### src/rtl/bit_serializer.sv
// bit_serializer: loads a WIDTH-bit word and shifts it out MSB first on
// ser_out, one bit per CLK cycle, with ser_valid marking frame bits.
// Words can be accepted back-to-back with no idle gap between frames.
// frames_sent counts completed frames modulo 256.
//
// Optional feature: define SER_PARITY_EN to append one even-parity bit
// (XOR of the data bits) after the LSB. The frame is then WIDTH+1 bits, and
// din_ready and the frame count move to the parity bit cycle.
//
// Reset is synchronous and active-high (rst). din_ready is low while rst is
// high, so no word can be accepted during reset.

module bit_serializer #(
  parameter int WIDTH = 8
) (
  input  logic             CLK,
  input  logic             rst,
  input  logic             din_valid,
  input  logic [WIDTH-1:0] din,
  output logic             din_ready,
  output logic             ser_out,
  output logic             ser_valid,
  output logic             busy,
  output logic [7:0]       frames_sent
);

`ifdef SER_PARITY_EN
  localparam int FRAME_LEN = WIDTH + 1;
`else
  localparam int FRAME_LEN = WIDTH;
`endif
  localparam int CNT_W = $clog2(FRAME_LEN + 1);
  localparam logic [CNT_W-1:0] LAST_IDX = CNT_W'(FRAME_LEN - 1);
`ifdef SER_PARITY_EN
  // Bit index at which ser_out holds the data LSB; the parity bit follows.
  localparam logic [CNT_W-1:0] LSB_IDX = CNT_W'(WIDTH - 1);
`endif

  typedef enum logic {
    IDLE  = 1'b0,
    SHIFT = 1'b1
  } state_t;

  state_t           state;
  logic [WIDTH-2:0] rem;       // data bits still to be shifted out
  logic [CNT_W-1:0] bit_cnt;   // index of the bit currently on ser_out
  logic             last_bit;
  logic             xfer;
`ifdef SER_PARITY_EN
  logic             parity;    // even parity of the word being sent
`endif

  // The last frame bit is on ser_out this cycle.
  assign last_bit = (state == SHIFT) && (bit_cnt == LAST_IDX);

  // Ready comes from registered state only, so it never depends on din_valid.
  // NOTE: an always_comb that assigns its output on every path infers plain
  // gates; leaving a path unassigned would infer a latch.
  always_comb begin
    din_ready = !rst && ((state == IDLE) || last_bit);
  end

  assign xfer = din_valid && din_ready;

  // Frame FSM: load on transfer, shift each cycle, count finished frames.
  // NOTE: all state here uses non-blocking assignments so every register
  // samples the values from before the edge, independent of statement order.
  always_ff @(posedge CLK) begin
    if (rst) begin
      // The shift register and counter are cleared too, so an aborted frame
      // leaves nothing behind to emit.
      state       <= IDLE;
      rem         <= '0;
      bit_cnt     <= '0;
      ser_out     <= 1'b0;
      ser_valid   <= 1'b0;
      busy        <= 1'b0;
      frames_sent <= 8'd0;
`ifdef SER_PARITY_EN
      parity      <= 1'b0;
`endif
    end else begin
      if (last_bit) begin
        frames_sent <= frames_sent + 8'd1;
      end

      if (xfer) begin
        // The new word's MSB goes out on the next cycle. This also covers the
        // back-to-back case where the old frame's last bit is on the wire.
        state     <= SHIFT;
        rem       <= din[WIDTH-2:0];
        bit_cnt   <= '0;
        ser_out   <= din[WIDTH-1];
        ser_valid <= 1'b1;
        busy      <= 1'b1;
`ifdef SER_PARITY_EN
        parity    <= ^din;
`endif
      end else if (last_bit) begin
        // Frame done and no new word: drive zeros between frames.
        state     <= IDLE;
        rem       <= '0;
        bit_cnt   <= '0;
        ser_out   <= 1'b0;
        ser_valid <= 1'b0;
        busy      <= 1'b0;
      end else if (state == SHIFT) begin
        bit_cnt <= bit_cnt + CNT_W'(1);
        rem     <= rem << 1;
`ifdef SER_PARITY_EN
        if (bit_cnt == LSB_IDX) begin
          ser_out <= parity;
        end else begin
          ser_out <= rem[WIDTH-2];
        end
`else
        ser_out <= rem[WIDTH-2];
`endif
      end
    end
  end

endmodule

### config.mk
export PLATFORM = sky130hd
export DESIGN_NAME = bit_serializer
export DESIGN_NICKNAME = d
export VERILOG_FILES = /design/src/rtl/bit_serializer.sv
export SDC_FILE = /design/constraint.sdc
export NUM_CORES = 1
export LEC_CHECK = 0
export ABC_AREA = 1
export CAP_MARGIN = 20
export CORE_UTILIZATION = 49
export DETAILED_ROUTE_END_ITERATION = 10
export MAX_ROUTING_LAYER = met4
export PLACE_DENSITY = 0.78
export SLEW_MARGIN = 20
export SYNTH_ARGS = -nofsm -noshare
export SYNTH_HDL_FRONTEND = slang
export SYNTH_SLANG_ARGS = --single-unit
### constraint.sdc
create_clock -name CLK -period 1.7 [get_ports CLK]
set_clock_uncertainty 0.05 [all_clocks]
set_input_delay 0.17 -clock CLK [delete_from_list [all_inputs] [get_ports CLK]]
set_output_delay 0.17 -clock CLK [all_outputs]
set_load 0.005 [all_outputs]
# After elaboration in Yosys (flattened, before gate mapping)
# Cells that the tools add are included.
dict set report word_totals {
  output_inout_bits 12
  input_bits 11
  regBits 21
  elab_cells 25
}
dict set report op_classes {
  reduce_logical 8
  eq_ne 1
  mux 8
  n_addsub 2
  bitwise_logic 1
}
# op count
set ops {}
lappend ops {{$mux W7} 3}
lappend ops {{$add A8 B1 Y8 const B} 1}
lappend ops {{$mux W1} 5}
lappend ops {{$add A4 B1 Y4 const B} 1}
lappend ops {{$eq A4 B3 Y1 const B} 1}
lappend ops {{$logic_and A1 B1 Y1} 3}
lappend ops {{$reduce_bool A3 Y1} 1}
lappend ops {{$reduce_or A3 Y1} 1}
lappend ops {{$reduce_bool A2 Y1} 1}
lappend ops {{$logic_not A1 Y1} 1}
lappend ops {{$logic_or A1 B1 Y1} 1}
lappend ops {{$not A1 Y1} 1}

# Depth between registers and ports, before layout
# Gate-level depths: netlist (run 1).
dict set report logic_depth {
  word_depth 6
  mapped_depth 8
  ltp_nobuf 8
}

# Worst setup path after synthesis (run 1)
# No wires, ideal clock.
dict set report synth_path {
  kind {register to register}
  startpoint {register bit_cnt[0]}
  endpoint {register frames_sent[6]}
  required_ns 1.537
  setup_ns 0.113
  slack_ns 0.458
  arrival_time_ns 1.079
  period_less_slack_ns 1.242
  path_stages_with_launch 8
  n_path_buf 1
  cell_sequence {dfxtp_1 > ha_1 > nand4_4 > buf_6 > nor2_4 > nand2_1 > nand2_1 > nor2_1}
}
dict set report synth_via {
  elab_chain_cells 2
}
# item line_no
set synth_rtl {}
lappend synth_rtl {{from (decl)} 46} ;# logic [CNT_W-1:0] bit_cnt;
lappend synth_rtl {{from (signal assigned)} 108} ;# bit_cnt <= bit_cnt + CNT_W'(1);
lappend synth_rtl {{$eq A4 B3 Y1} 54} ;# assign last_bit = (state == SHIFT) && (bit_cnt == LAST_IDX);
lappend synth_rtl {{$logic_and A1 B1 Y1} 54}
lappend synth_rtl {{to (signal assigned)} 84} ;# frames_sent <= frames_sent + 8'd1;
lappend synth_rtl {{to (decl)} 24} ;# output logic [7:0] frames_sent
# No other way between the ends.
# A chain may end at the register's enable or synchronous reset.

==> reports/results.txt, run 1 <==
Antenna violations before repair - 0
DRC violations left - 0
Placeable Area - 2000 sq um
Vias/cell - 4.91
Wirelength, routed - 1980 um
Share of layout cells above drive strength 1 - 16.0%
Placed cells - 197
Die Width - 48.6 um
CP startpoint kind - flip-flop
DRT Pass-1 Iters - 2
Achievable Freq - 618 MHz
Slew Viols, Final - 0
Number of synthesized flops with an enable pin - 0
Arrival time worst endpoint - 1.40 ns
Largest net degree at the start of global routing - 12
Post-route ant nets - 0
Synth Area in XOR/XNOR - 3.29%
Simple-gate share of the synthesized area - 37.0%
Slew Limit Headroom - 83.8%
Starting DRT DRC Count - 4
CTS tree - yes
CTS clk-pin slew, worst paths - 0.10 ns
RSZ-0062 raised after global routing - no
Maximum vdd ir drop - 0.620 mV
Global placer's final weighted congestion - 0.764
Max Cap Viol - 0
Slowest Stage Delay on Critical Path - 0.52 ns
Hold_buf cts - 0
Main combinational cell family by area after synthesis - simple AND/OR/NAND/NOR gates
Post-synthesis mux area share - 0.939%
Syn nets - 158
DR WL/cell - 9.79 um
P&R area growth vs syn - 29.7%
Final Cycle Share - 95.2%
Pleak - 0.589 nW
Post-DP HPWL - 1570 um
Die area - 2370 sq um
Least-Margin Pin Slew - 0.242 ns
Reg2reg setup slack - 0.28 ns
Setup TNS - 0 ns
Grt total ovfl - 0
Yosys top cell area share - 39.4%
Clock root buffer - clkbuf_4
Final Hold Vio Count - 0
Post-Synth Adder-Cell Area - 2.35%
Global-route wire length before repair - 3570 um
TritonCTS Sinks - 21
Die Y-Extent - 48.6 um
Post-route insts no fill - 202
I/O pin cnt - 23
Critical R2R Capture - frames_sent[5]
Worst-path cell chain - buf_4, clkdlybuf4s50_1
Status - completed
Vias - 991
Row cnt - 16
Final net count - 189
Skew-Pair Late Insertion Delay - 0.30 ns
Setup violators final - 0
Synth Flop Type - dfxtp_1
Setup crit start - state
Yosys cell types - 26
Inserted Clock Buffers - 3
Tot GR Track Use - 19.7%
Seq/Total Area, Yosys - 39.4%
Critical setup path kind - flip-flop to output port
Top post-synthesis cells by area - dfxtp_1 39%, nand2_1 14%, nand4_1 5.9%
Count leader, synth - nand2_1
Min-Delay Path Class - input pin to flip-flop
YS warnings - 0
CTS Buffer Depth - 2
Synth Register Bits - 21
Core Util, Final - 69.1%
CP Capture Type - output port
CTS H-tree lvls - 1
Gate Count Post-Synth - 145
Worst reg2reg path depth - 8
Top post-synthesis cells by count - 39 x nand2_1, 21 x dfxtp_1, 15 x inv_1
CP max-delay cell - clkdlybuf4s50_1
Mapped Avg Cell Area - 7.35 sq um
Complex-gate fraction of the synthesized area - 6.57%
R2R Path Start - bit_cnt[0]
IO Port Bufs - 22
CP Data Required Time - 1.48 ns
Asr flop ratio synth - 0%
Power per cell area - 629 nW/um^2
Final period demand of the worst path - 1.62 ns
Post-Syn Area - 1070 sq um
Vias in the first global route - 938
N_diodes - 0
Initial core utilization - 53.2%
Setup crit end - busy
Largest area contributor in the netlist - dfxtp_1
Maximum fanout along the worst path - 8
cells by family (layout without fill, tap and decap cells):
| group | after synthesis | count (layout) |
|---|---|---|
| XOR/XNOR | 4 | 4 |
| adder cells (fa/ha/maj) | 2 | 2 |
| multiplexers | 1 | 1 |
| AO/OA/AOI/OAI | 11 | 11 |
| AND/OR/NAND/NOR | 81 | 81 |
| buffers and inverters | 25 | 55 |
| flip-flops | 21 | 21 |
layer usage:
layer	vias up	routed length [um]	track usage, %
met5	-	0	-
met4	0	30	8.82
met3	4	66	3.14
met2	17	970	35.2
met1	448	911	21.4
li1	522	-	-
report_power, final:
part	internal, mW	switching (mW)
registers	0.505	0.00745
clock network	0.0914	0.144
logic	0.0647	0.0574
stage by stage:
step / power, mW / cell area (sq um) / setup slack, ns / hold WS (ns)
final: 0.869 / 1380 / 0.0808 / 0.399
after global routing: 0.920 / 1380 / 0.0128 / 0.410
after CTS: 0.883 / 1380 / 0.0584 / 0.392
after detailed placement: 0.645 / 1350 / 0.130 / 0.416
after global placement: 0.642 / 1350 / 0.127 / 0.400
after floorplan: 0.586 / 1070 / 0.458 / 0.189
flip-flops by register name, indices dropped and copies added (netlist names):
signal       cells
ser_out          1
rem              7
state            1
bit_cnt          4
frames_sent      8
worst min path at each step:
stage            from              to  slack [ns]  cells after the start
3_5_place_dp   rem[0]          rem[0]        0.42                      2
2_1_floorplan     rst  frames_sent[4]        0.19                      1
5_1_grt        din[0]          rem[0]        0.41                      3
3_3_place_gp   rem[0]          rem[0]        0.40                      2
6_report       din[0]          rem[0]        0.40                      3
4_1_cts        din[0]          rem[0]        0.39                      3
worst max-delay path: cells and delay by family (launching register included):
| kind | cells | cell delay (ns) |
|---|---|---|
| buffers and inverters | 2 | 0.72 |
| DFF | 1 | 0.39 |
final cells by class:
type	count	area (sq um)
Clock buffer	4	26.3
Fill cell	174	619
Tap cell	27	33.8
Timing Repair Buffer	32	294
Multi-Input combinational cell	99	534
Sequential cell	21	423
Inverter	19	71.3
layout by cell type (no fill, tap or decap), types with 3 or more instances in the layout:
cell             Yosys  layout
a21oi_1              6       6
buf_4                2      10
clkbuf_4             0       3
clkdlybuf4s50_1      0      21
dfxtp_1             21      19
inv_1               15      15
inv_2                4       4
nand2_1             39      39
nand3_1             10      10
nand4_1             10      10
nor2_1              14      14
o21ai_0              3       3
repair_timing:
item / 4_1_cts / 5_1_grt
gates resized for setup: 3 / 0
setup buffers: 1 / 0
endpoints found under the setup margin: 1 / 0
(Power assumes the default switching activity.)
==> inputs of run 2 (changes only) <==
--- a/config.mk
+++ b/config.mk
@@ -7,10 +7,10 @@
 export LEC_CHECK = 0
 export ABC_AREA = 1
 export CAP_MARGIN = 20
-export CORE_UTILIZATION = 49
+export CORE_UTILIZATION = 50
 export DETAILED_ROUTE_END_ITERATION = 10
 export MAX_ROUTING_LAYER = met4
-export PLACE_DENSITY = 0.78
+export PLACE_DENSITY = 0.79
 export SLEW_MARGIN = 20
 export SYNTH_ARGS = -nofsm -noshare
 export SYNTH_HDL_FRONTEND = slang
==> constraint.sdc (replaced) <==
create_clock -name CLK -period 1.9 [get_ports CLK]
set_clock_uncertainty 0.05 [all_clocks]
set_input_delay 0.19 -clock CLK [delete_from_list [all_inputs] [get_ports CLK]]
set_output_delay 0.19 -clock CLK [all_outputs]
set_load 0.005 [all_outputs]
==> run 2 against run 1 <==
Net effect:
- routed wire length increased by 5.6%
- critical path type unchanged
- largest power group unchanged
- critical path depth grew 4
- largest cell class unchanged
- core utilization is 1.1 points lower
- via count decreased by 1.7%
- highest routed layer unchanged
- critical endpoint is now din_ready
==> reports/results.txt, run 2 (synthesis gave the netlist of run 1 again) <==
Status - completed
P&R area growth vs syn - 26.4%
Arrival time worst endpoint - 1.45 ns (+0.05 ns)
Die area - 2320 sq um (-1.9%)
Maximum fanout along the worst path - 9 (+1)
Post-route insts no fill - 197 (-2.5%)
Fillers - 169 (-2.9%)
Row cnt - 16 (unchanged)
R2R Path Start - bit_cnt[0]
Biggest regs - frames_sent: 8 flops, rem: 7 flops, bit_cnt: 4 flops
Placed cells - 192 (-2.5%)
Global placer's final weighted congestion - 0.755 (-1.1%)
Most frequent cells in the layout - 39 x nand2_1, 21 x clkdlybuf4s50_1, 19 x dfxtp_1
N_diodes - 0 (unchanged)
Final net count - 184 (-2.6%)
Antenna violations before repair - 0 (unchanged)
Achievable Freq - 591 MHz
Setup crit end - din_ready
Critical R2R Capture - frames_sent[5]
CTS clk-pin slew, worst paths - 0.11 ns (about the same)
Placeable Area - 1980 sq um (-1.0%)
Wirelength, routed - 2090 um (+5.6%)
Skew-Pair Late Insertion Delay - 0.30 ns (about the same)
Post-DP HPWL - 1580 um (+0.68%)
DRT Pass-1 Iters - 4 (+2)
Max Cap Viol - 0 (unchanged)
Reg2reg setup slack - 0.48 ns (+0.20 ns)
Register area - 423 sq um (unchanged)
Critical setup path kind - flip-flop to output port
Vias in the first global route - 811 (-14%)
CP Capture Type - output port
DRC violations left - 0 (unchanged)
Global-route wire length before repair - 3170 um (-11%)
Setup violators final - 0 (unchanged)
CTS tree - yes
TritonCTS Sinks - 21 (unchanged)
Vias - 974 (-1.7%)
Tot GR Track Use - 20.4% (+0.67 points)
Least-Margin Pin Slew - 0.310 ns (+0.0675 ns)
Most common cell after layout, fill and taps aside - nand2_1
Power per cell area - 574 nW/um^2 (-8.7%)
Final Cycle Share - 89.1%
Setup crit start - bit_cnt[0]
Largest net degree at the start of global routing - 13 (+1)
Setup TNS - 0 ns (unchanged)
CTS H-tree lvls - 1 (unchanged)
IO Port Bufs - 22 (unchanged)
CP startpoint kind - flip-flop
Clock root buffer - clkbuf_4
Min-Delay Path Class - input pin to flip-flop
Post-Place Setup Slack - 0.182 ns (+0.0521 ns)
Die Y-Extent - 48.2 um (-0.96%)
I/O pin cnt - 23 (unchanged)
Post-route ant nets - 0 (unchanged)
Largest register FFs - 8 (unchanged)
Initial core utilization - 53.8% (+0.54 points)
Share of layout cells above drive strength 1 - 14.1% (-1.9 points)
RSZ-0062 raised after global routing - no
Worst reg2reg path depth - 8 (unchanged)
Vias/cell - 4.94 (+0.78%)
Largest register by flop count - frames_sent
CTS Buffer Depth - 2 (unchanged)
Area of the multi-input gates - 537 sq um (+0.47%)
CP Data Required Time - 1.66 ns (+0.18 ns)
Starting DRT DRC Count - 17 (+13)
Slew Limit Headroom - 79.3% (-4.5 points)
Grt total ovfl - 0 (unchanged)
Final period demand of the worst path - 1.69 ns
DR WL/cell - 10.6 um (+8.2%)
Slew Viols, Final - 0 (unchanged)
Hold Worst Slack - 0.422 ns (+0.0236 ns)
Pleak - 0.561 nW (-4.8%)
Final Hold Vio Count - 0 (unchanged)
Die Width - 48.2 um (-0.96%)
Inserted Clock Buffers - 3 (unchanged)
Maximum vdd ir drop - 0.490 mV (-21%)
Worst setup margin - 0.207 ns (+0.126 ns)
## run 2: cell count changes in the layout (fill, tap and decap cells not counted), sizes merged
| cell | delta |
|---|---|
| buf | -5 |
## run 2: final cells by class
type	instances	share of cell area [%]
Multi-Input combinational cell	99	39.8
Sequential cell	21	31.4
Timing Repair Buffer	27	19.0
Inverter	19	5.29
Tap cell	27	2.51
Clock buffer	4	1.95
## run 2: routing by layer
layer	global-route usage, %	wire [um]	vias up
met5	-	0	-
met2	36.8	1080	21
met4	8.33	34	0
li1	-	-	510
met1	21.9	910	438
met3	3.33	64	5
## run 2: timing repair
action	in CTS	in global routing
resized for setup	4	0
endpoints found under the setup margin	1	0
buffers inserted	1	0
hold buffers	0	0
## run 2: power by group
part / total, mW / switching (mW) / internal, mW
Sequential: 0.459 / 0.00772 / 0.452
Clock: 0.211 / 0.129 / 0.0819
Combinational: 0.104 / 0.0521 / 0.0515
## run 2: critical path, stage by stage (launching register included)
cell           delay [ns]
dfxtp_2              0.36
ha_2                 0.19
nand3_2              0.11
nand2_4              0.10
inv_2                0.07
nor2_1               0.08
dlygate4sd2_1        0.24
## run 2: through the flow
| step | cell area (sq um) | power [mW] | utilization [%] |
|---|---|---|---|
| finish | 1350 | 0.774 | 68.0 |
| global route | 1350 | 0.809 | 68.0 |
| CTS | 1350 | 0.776 | 68.0 |
| detailed placement | 1310 | 0.571 | 66.1 |
| global placement | 1310 | 0.567 | 66.1 |
| floorplan | 1070 | 0.525 | - |
## run 2: how the worst min path moves through the flow
stage,slack [ns],cells after the start,start,end
detailed placement,0.43,2,rem[0],rem[0]
floorplan,0.21,1,rst,frames_sent[4]
global route,0.45,3,din[0],rem[0]
finish,0.42,3,din[0],rem[0]
CTS,0.43,3,din[0],rem[0]
global placement,0.41,2,rem[0],rem[0]
